`src/rtl/led_mode_sequencer.sv`:
```
// rtl/led_mode_sequencer.sv - 32-LED mode sequencer: debounced buttons driving COUNT/SCAN/BREATHE/OFF patterns
// Build option LED_GAMMA_EN: BREATHE uses (duty*duty)>>8 instead of a linear duty.
module led_mode_sequencer #(
  parameter int TICK_DIV       = 1000000,
  parameter int DEBOUNCE_TICKS = 4
) (
  input  logic        clk,
  input  logic        rst,
  input  logic        btn_next,
  input  logic        btn_pause,
  output logic [7:0]  LED,
  output logic [23:0] IO_LED,
  output logic [1:0]  mode,
  output logic        paused
);

  localparam int TW = (TICK_DIV > 1) ? $clog2(TICK_DIV) : 1;
  localparam int DW = $clog2(DEBOUNCE_TICKS + 1);
  localparam logic [TW-1:0] TICK_LAST = TW'(TICK_DIV - 1);
  localparam logic [DW-1:0] DEB_LAST  = DW'(DEBOUNCE_TICKS - 1);

  typedef enum logic [1:0] {
    S_COUNT   = 2'd0,
    S_SCAN    = 2'd1,
    S_BREATHE = 2'd2,
    S_OFF     = 2'd3
  } state_t;

  logic [TW-1:0] tick_cnt;
  logic          tick;

  // Bit 0 is the next button, bit 1 the pause button.
  logic [1:0]    sync1, sync2, deb, press;
  logic [DW-1:0] deb_cnt [2];

  state_t      state, state_nxt;
  logic        pause_flag, pause_nxt;
  logic [31:0] cnt, cnt_nxt;
  logic [4:0]  pos, pos_nxt;
  logic        dir, dir_nxt;
  logic [7:0]  duty, duty_nxt;
  logic        ramp, ramp_nxt;
  logic [7:0]  pwm;
  logic [7:0]  duty_eff;
  logic [31:0] display_nxt;

  assign tick = (tick_cnt == TICK_LAST);

  always_ff @(posedge clk or negedge rst) begin
    if (!rst) begin
      tick_cnt <= '0;
      pwm      <= '0;
    end else begin
      tick_cnt <= tick ? '0 : tick_cnt + TW'(1);
      pwm      <= pwm + 8'd1;
    end
  end

  always_ff @(posedge clk or negedge rst) begin
    if (!rst) begin
      sync1      <= '0;
      sync2      <= '0;
      deb        <= '0;
      deb_cnt[0] <= '0;
      deb_cnt[1] <= '0;
    end else begin
      sync1 <= {btn_pause, btn_next};
      sync2 <= sync1;
      if (tick) begin
        for (int i = 0; i < 2; i++) begin
          if (sync2[i] != deb[i]) begin
            if (deb_cnt[i] == DEB_LAST) begin
              deb[i]     <= sync2[i];
              deb_cnt[i] <= '0;
            end else begin
              deb_cnt[i] <= deb_cnt[i] + DW'(1);
            end
          end else begin
            deb_cnt[i] <= '0;
          end
        end
      end
    end
  end

  // A press fires in the very cycle the debounced level is accepted as 1.
  always_comb begin
    press = '0;
    for (int i = 0; i < 2; i++) begin
      press[i] = tick && sync2[i] && !deb[i] && (deb_cnt[i] == DEB_LAST);
    end
  end

  always_ff @(posedge clk or negedge rst) begin
    if (!rst) begin
      state      <= S_COUNT;
      pause_flag <= 1'b0;
      cnt        <= '0;
      pos        <= '0;
      dir        <= 1'b0;
      duty       <= '0;
      ramp       <= 1'b0;
    end else begin
      state      <= state_nxt;
      pause_flag <= pause_nxt;
      cnt        <= cnt_nxt;
      pos        <= pos_nxt;
      dir        <= dir_nxt;
      duty       <= duty_nxt;
      ramp       <= ramp_nxt;
    end
  end

  always_comb begin
    state_nxt = state;
    pause_nxt = pause_flag;
    cnt_nxt   = cnt;
    pos_nxt   = pos;
    dir_nxt   = dir;
    duty_nxt  = duty;
    ramp_nxt  = ramp;

    if (press[1]) pause_nxt = !pause_flag;

    // A mode change clears the pattern and overrides any same-cycle advance.
    if (press[0]) begin
      case (state)
        S_COUNT:   state_nxt = S_SCAN;
        S_SCAN:    state_nxt = S_BREATHE;
        S_BREATHE: state_nxt = S_OFF;
        default:   state_nxt = S_COUNT;
      endcase
      cnt_nxt  = '0;
      pos_nxt  = '0;
      dir_nxt  = 1'b0;
      duty_nxt = '0;
      ramp_nxt = 1'b0;
    end else if (tick && !pause_flag) begin
      case (state)
        S_COUNT: cnt_nxt = cnt + 32'd1;
        S_SCAN: begin
          if (!dir) begin
            if (pos == 5'd31) begin
              pos_nxt = 5'd30;
              dir_nxt = 1'b1;
            end else begin
              pos_nxt = pos + 5'd1;
            end
          end else if (pos == 5'd0) begin
            pos_nxt = 5'd1;
            dir_nxt = 1'b0;
          end else begin
            pos_nxt = pos - 5'd1;
          end
        end
        S_BREATHE: begin
          if (!ramp) begin
            if (duty == 8'd255) begin
              duty_nxt = 8'd254;
              ramp_nxt = 1'b1;
            end else begin
              duty_nxt = duty + 8'd1;
            end
          end else if (duty == 8'd0) begin
            duty_nxt = 8'd1;
            ramp_nxt = 1'b0;
          end else begin
            duty_nxt = duty - 8'd1;
          end
        end
        default: ;
      endcase
    end
  end

`ifdef LED_GAMMA_EN
  assign duty_eff = 8'(({8'd0, duty} * {8'd0, duty}) >> 8);
`else
  assign duty_eff = duty;
`endif

  always_comb begin
    display_nxt = '0;
    case (state)
      S_COUNT:   display_nxt = cnt;
      S_SCAN:    display_nxt = 32'd1 << pos;
      S_BREATHE: display_nxt = {32{pwm < duty_eff}};
      default:   display_nxt = '0;
    endcase
  end

  always_ff @(posedge clk or negedge rst) begin
    if (!rst) begin
      LED    <= '0;
      IO_LED <= '0;
      mode   <= 2'd0;
      paused <= 1'b0;
    end else begin
      {LED, IO_LED} <= display_nxt;
      mode          <= state;
      paused        <= pause_flag;
    end
  end

endmodule

```
`config.mk`:
```
export PLATFORM = sky130hd
export DESIGN_NAME = led_mode_sequencer
export DESIGN_NICKNAME = d
export VERILOG_FILES = /design/src/rtl/led_mode_sequencer.sv
export SDC_FILE = /design/constraint.sdc
export NUM_CORES = 1
export LEC_CHECK = 0
export ABC_AREA = 1
export CAP_MARGIN = 20
export CORE_MARGIN = 4
export CORE_UTILIZATION = 35
export CTS_CLUSTER_DIAMETER = 30
export DETAILED_ROUTE_END_ITERATION = 8
export DONT_BUFFER_PORTS = 1
export PLACE_DENSITY_LB_ADDON = 0.3
export RECOVER_POWER = 25
export SYNTH_ARGS = -nofsm -noshare
export SYNTH_HDL_FRONTEND = slang
export SYNTH_SLANG_ARGS = --single-unit
```
`constraint.sdc`:
```
create_clock -name clk -period 2.2 [get_ports clk]
set_clock_uncertainty 0.15 [all_clocks]
set_input_delay 0.22 -clock clk [delete_from_list [all_inputs] [get_ports clk]]
set_output_delay 0.22 -clock clk [all_outputs]
set_load 0.02 [all_outputs]
```
==> flow_summary.ini <==
[run_status]
outcome = finished with violations
failed_checks = negative hold slack

[clock_network]
clock_path_buffers = 2
post-cts-setup-buffer-count = 0
tritoncts_num_sinks = 125
clk_root_buffer_cell = clkbuf_16
cts_buffers = 17
cts_tree = done
cts.hold.buffers_added = 2
path_clk_slew_ns = 0.06
htree_levels = 4
clock_insertion_delay_worst_skew_ns = 0.42

[die]
die_area_sq_um = 22860
io_pins = 39
coreArea_sq_um = 20170
die-width_um = 151.2
floorplan.initialDensity_pct = 35.58
num_rows = 52
chipHeight_um = 151.2

[logic_synthesis]
netlist-cell-type-count = 40
post_synth_main_area_contributors = dfrtp_1 44%, nand2_1 11%, nor2_1 6.7%
synth.ff_latch_count = 125
postSynthNetCount = 961
post_synth_instance_area_sq_um = 7176
post_synth_most_frequent_cells = 211 x nand2_1, 129 x nor2_1, 125 x dfrtp_1
count_leader_synth = nand2_1
yosys.area.top_type = dfrtp_1
synth_top_flop_cell = dfrtp_1
syn_inst = 931
synth_top_area_share_pct = 43.59
sequential_fraction_of_the_synthesis_area_pct = 43.59
syn_avg_cell_area_sq_um = 7.707
synth.yosys.warnings = 0
synthArstFlopShare_pct = 100.0
synth-edff-count = 0

[global_route]
grt_remaining_overflow = 0
first_global_vias = 5952
grt_pass1_wl_um = 29650
antenna_found_initial = 0
global_route_usage_sum_pct = 16.38
grt_start_max_net_pins = 126

[setup_path]
path_class = reg2reg
crit_path_max_fanout = 32
worst_path_largest_cell_delay_ns = 0.43
worst_ep_required_time_ns = 2.38
regToRegStartpoint = duty[6]$_DFFE_PN0P_
cp-end-kind = register
worst_setup_path_startpoint = duty[6]$_DFFE_PN0P_
cp-start-kind = register
crit_chain = inv_1 > ha_1 > nand2_1 > inv_1 > a221oi_1 > nand2_1 > buf_4 > a21oi_1
cp_num_buf_inv = 3
slowest_stage = dfrtp_1
cp_data_arrival_time_ns = 2.20
critPathTopFamily = compound AO/OA/AOI/OAI gates

[power_and_ir_drop]
power_density_nw_per_um2 = 594.5
power.total_mw = 4.855
ir_worst_vdd_mv = 0.5171
leakage_nw = 3.819

[sta]
hold-worst-slack_ns = -0.6418
finalCriticalPeriod_ns = 2.024
post-route-period-util_pct = 92.00
timing_hold_violations_final = 125
rsz_0062_raised_after_global_routing = false
timing.fmax_mhz = 494.1
timing_max_transition_violations_final = 0
totalNegativeSetupSlack_ns = 0
setup-violations-final = 0
worstMarginPinSlew_ns = 0.5434
slew_headroom_pct = 63.68

[routing]
drt-wirelength-per-cell_um = 14.48
drt-total-wl_um = 17870
detail-route-antenna-nets = 0
remaining_drc_errors = 0
first_iter_violations = 469
routed-via-count = 6172
drt_pass1_iterations = 6
routed_via_density = 5.002

[finish]
drive_above_1_share_pct = 9.440
fin_nets = 981
final_layout_fill_cell_count = 2092
utilization_after_layout_pct = 40.49
areaGrowthSynthToFinish_pct = 13.81
antenna_cells = 0

[worst_hold_path]
worst_hold_path_type = in2async

[place]
dp.final_hpwl_um = 12890
gp_congestion = 0.8948
port-buffer-count = 0

[run]
maxCapViolCount = 0
==> where the power goes <==
group          total (mW)  switching (mW)  internal (mW)
logic             0.00673         0.00283        0.00391
registers            2.31         0.00219           2.30
clock network        2.54            1.07           1.47
total                4.85            1.07           3.78
==> layout by cell type (no fill, tap or decap), types with 3 or more instances in the layout <==
cell        netlist  layout
ha_1             26      25
clkinvlp_4        0       4
inv_1           109     109
nand3_1          67      67
nand2_2           3       5
o22ai_1           8       8
nand3b_1          3       3
nand3_4           3       3
o21ai_2           9       9
nand2_4           2       3
or2_2             3       3
nand2_1         211     208
o21ai_0          26      26
xnor2_1          10      10
dfrtp_1         125     124
buf_4             1      22
nand4_1          28      28
nor2_4            4       5
xor2_1           27      27
clkbuf_16         0      17
o21ai_1           6       6
clkinv_4          1       6
o211ai_1          3       3
a21oi_1          70      70
nor2_1          129     127
nor3_1           20      20
==> metal layers <==
layer	track usage [%]	part of all wire, %
met5	0	0
met1	22.17	46
met2	25.81	47
met4	5.757	2.2
met3	3.680	4.4
==> worst register-to-register path, delay by kind of cell, from the launching register on <==
family | cells | cell delay, ns
fa+ha+maj | 1 | 0.30
compound gates | 2 | 0.47
flops | 1 | 0.43
buf+inv | 3 | 0.40
simple gates | 2 | 0.19
==> layout make-up <==
cell class / instances / area, sq um / share of cell area, %
inverter: 111 / 424.2 / 5.194
multi-input combinational: 672 / 3551 / 43.48
sequential: 125 / 3129 / 38.32
timing repair buffer: 24 / 185.2 / 2.268
tap: 270 / 337.8 / 4.137
clock inverter: 12 / 92.59 / 1.134
clock buffer: 20 / 446.7 / 5.470
==> worst paths after layout <==
path / slack, ns / endpoint / cells past startpoint
setup / recovery: 0.18 / IO_LED[13]$_DFF_PN0_ / 8
setup reg to reg: 0.18 / IO_LED[13]$_DFF_PN0_ / 8
min in group clk: 0.20 / sync2[1]$_DFF_PN0_ / 0
max in group asynchronous: 2.25 / deb[0]$_DFFE_PN0P_ / 0
hold reg to reg: 0.20 / sync2[1]$_DFF_PN0_ / 0
hold / removal: -0.64 / LED[0]$_DFF_PN0_ / 0
==> state kept, by name (all words and copies together), names as in the netlist <==
name / count
ramp: 1
pwm: 8
pause_flag: 1
duty: 8
pos: 5
paused: 1
state: 2
sync2: 2
deb_cnt: 6
LED: 8
cnt: 32
tick_cnt: 20
IO_LED: 24
mode: 2
dir: 1
deb: 2
sync1: 2
==> stage by stage <==
step	hold slack [ns]	setup WS [ns]	std cells	area (sq um)
global placement	-0.2126	0.1507	1200	7579
global route	-0.6709	0.02461	1234	8167
detailed placement	-0.2129	0.1090	1200	7579
floorplan	-0.2256	0.2784	931	7176
finish	-0.6418	0.1761	1234	8167
CTS	-0.6658	0.08103	1234	8138
==> cells by family (layout without fill, tap and decap cells) <==
family                     after synthesis  after routing  synth area share [%]
DFF                                    125            125                 43.59
buffers and inverters                  134            167                 7.271
adders and majority gates               26             26                 4.534
xor gates and xnor gates                37             37                 4.516
AOI/OAI and AO/OA                      131            131                 10.22
and+or+nand+nor                        478            478                 29.87
==> repair_timing <==
action / CTS / global route
gates resized for setup: 0 / 10
endpoints found under the hold margin: 127 / 125
setup endpoints to repair: 0 / 51
Power figures use the tool's default switching activity.
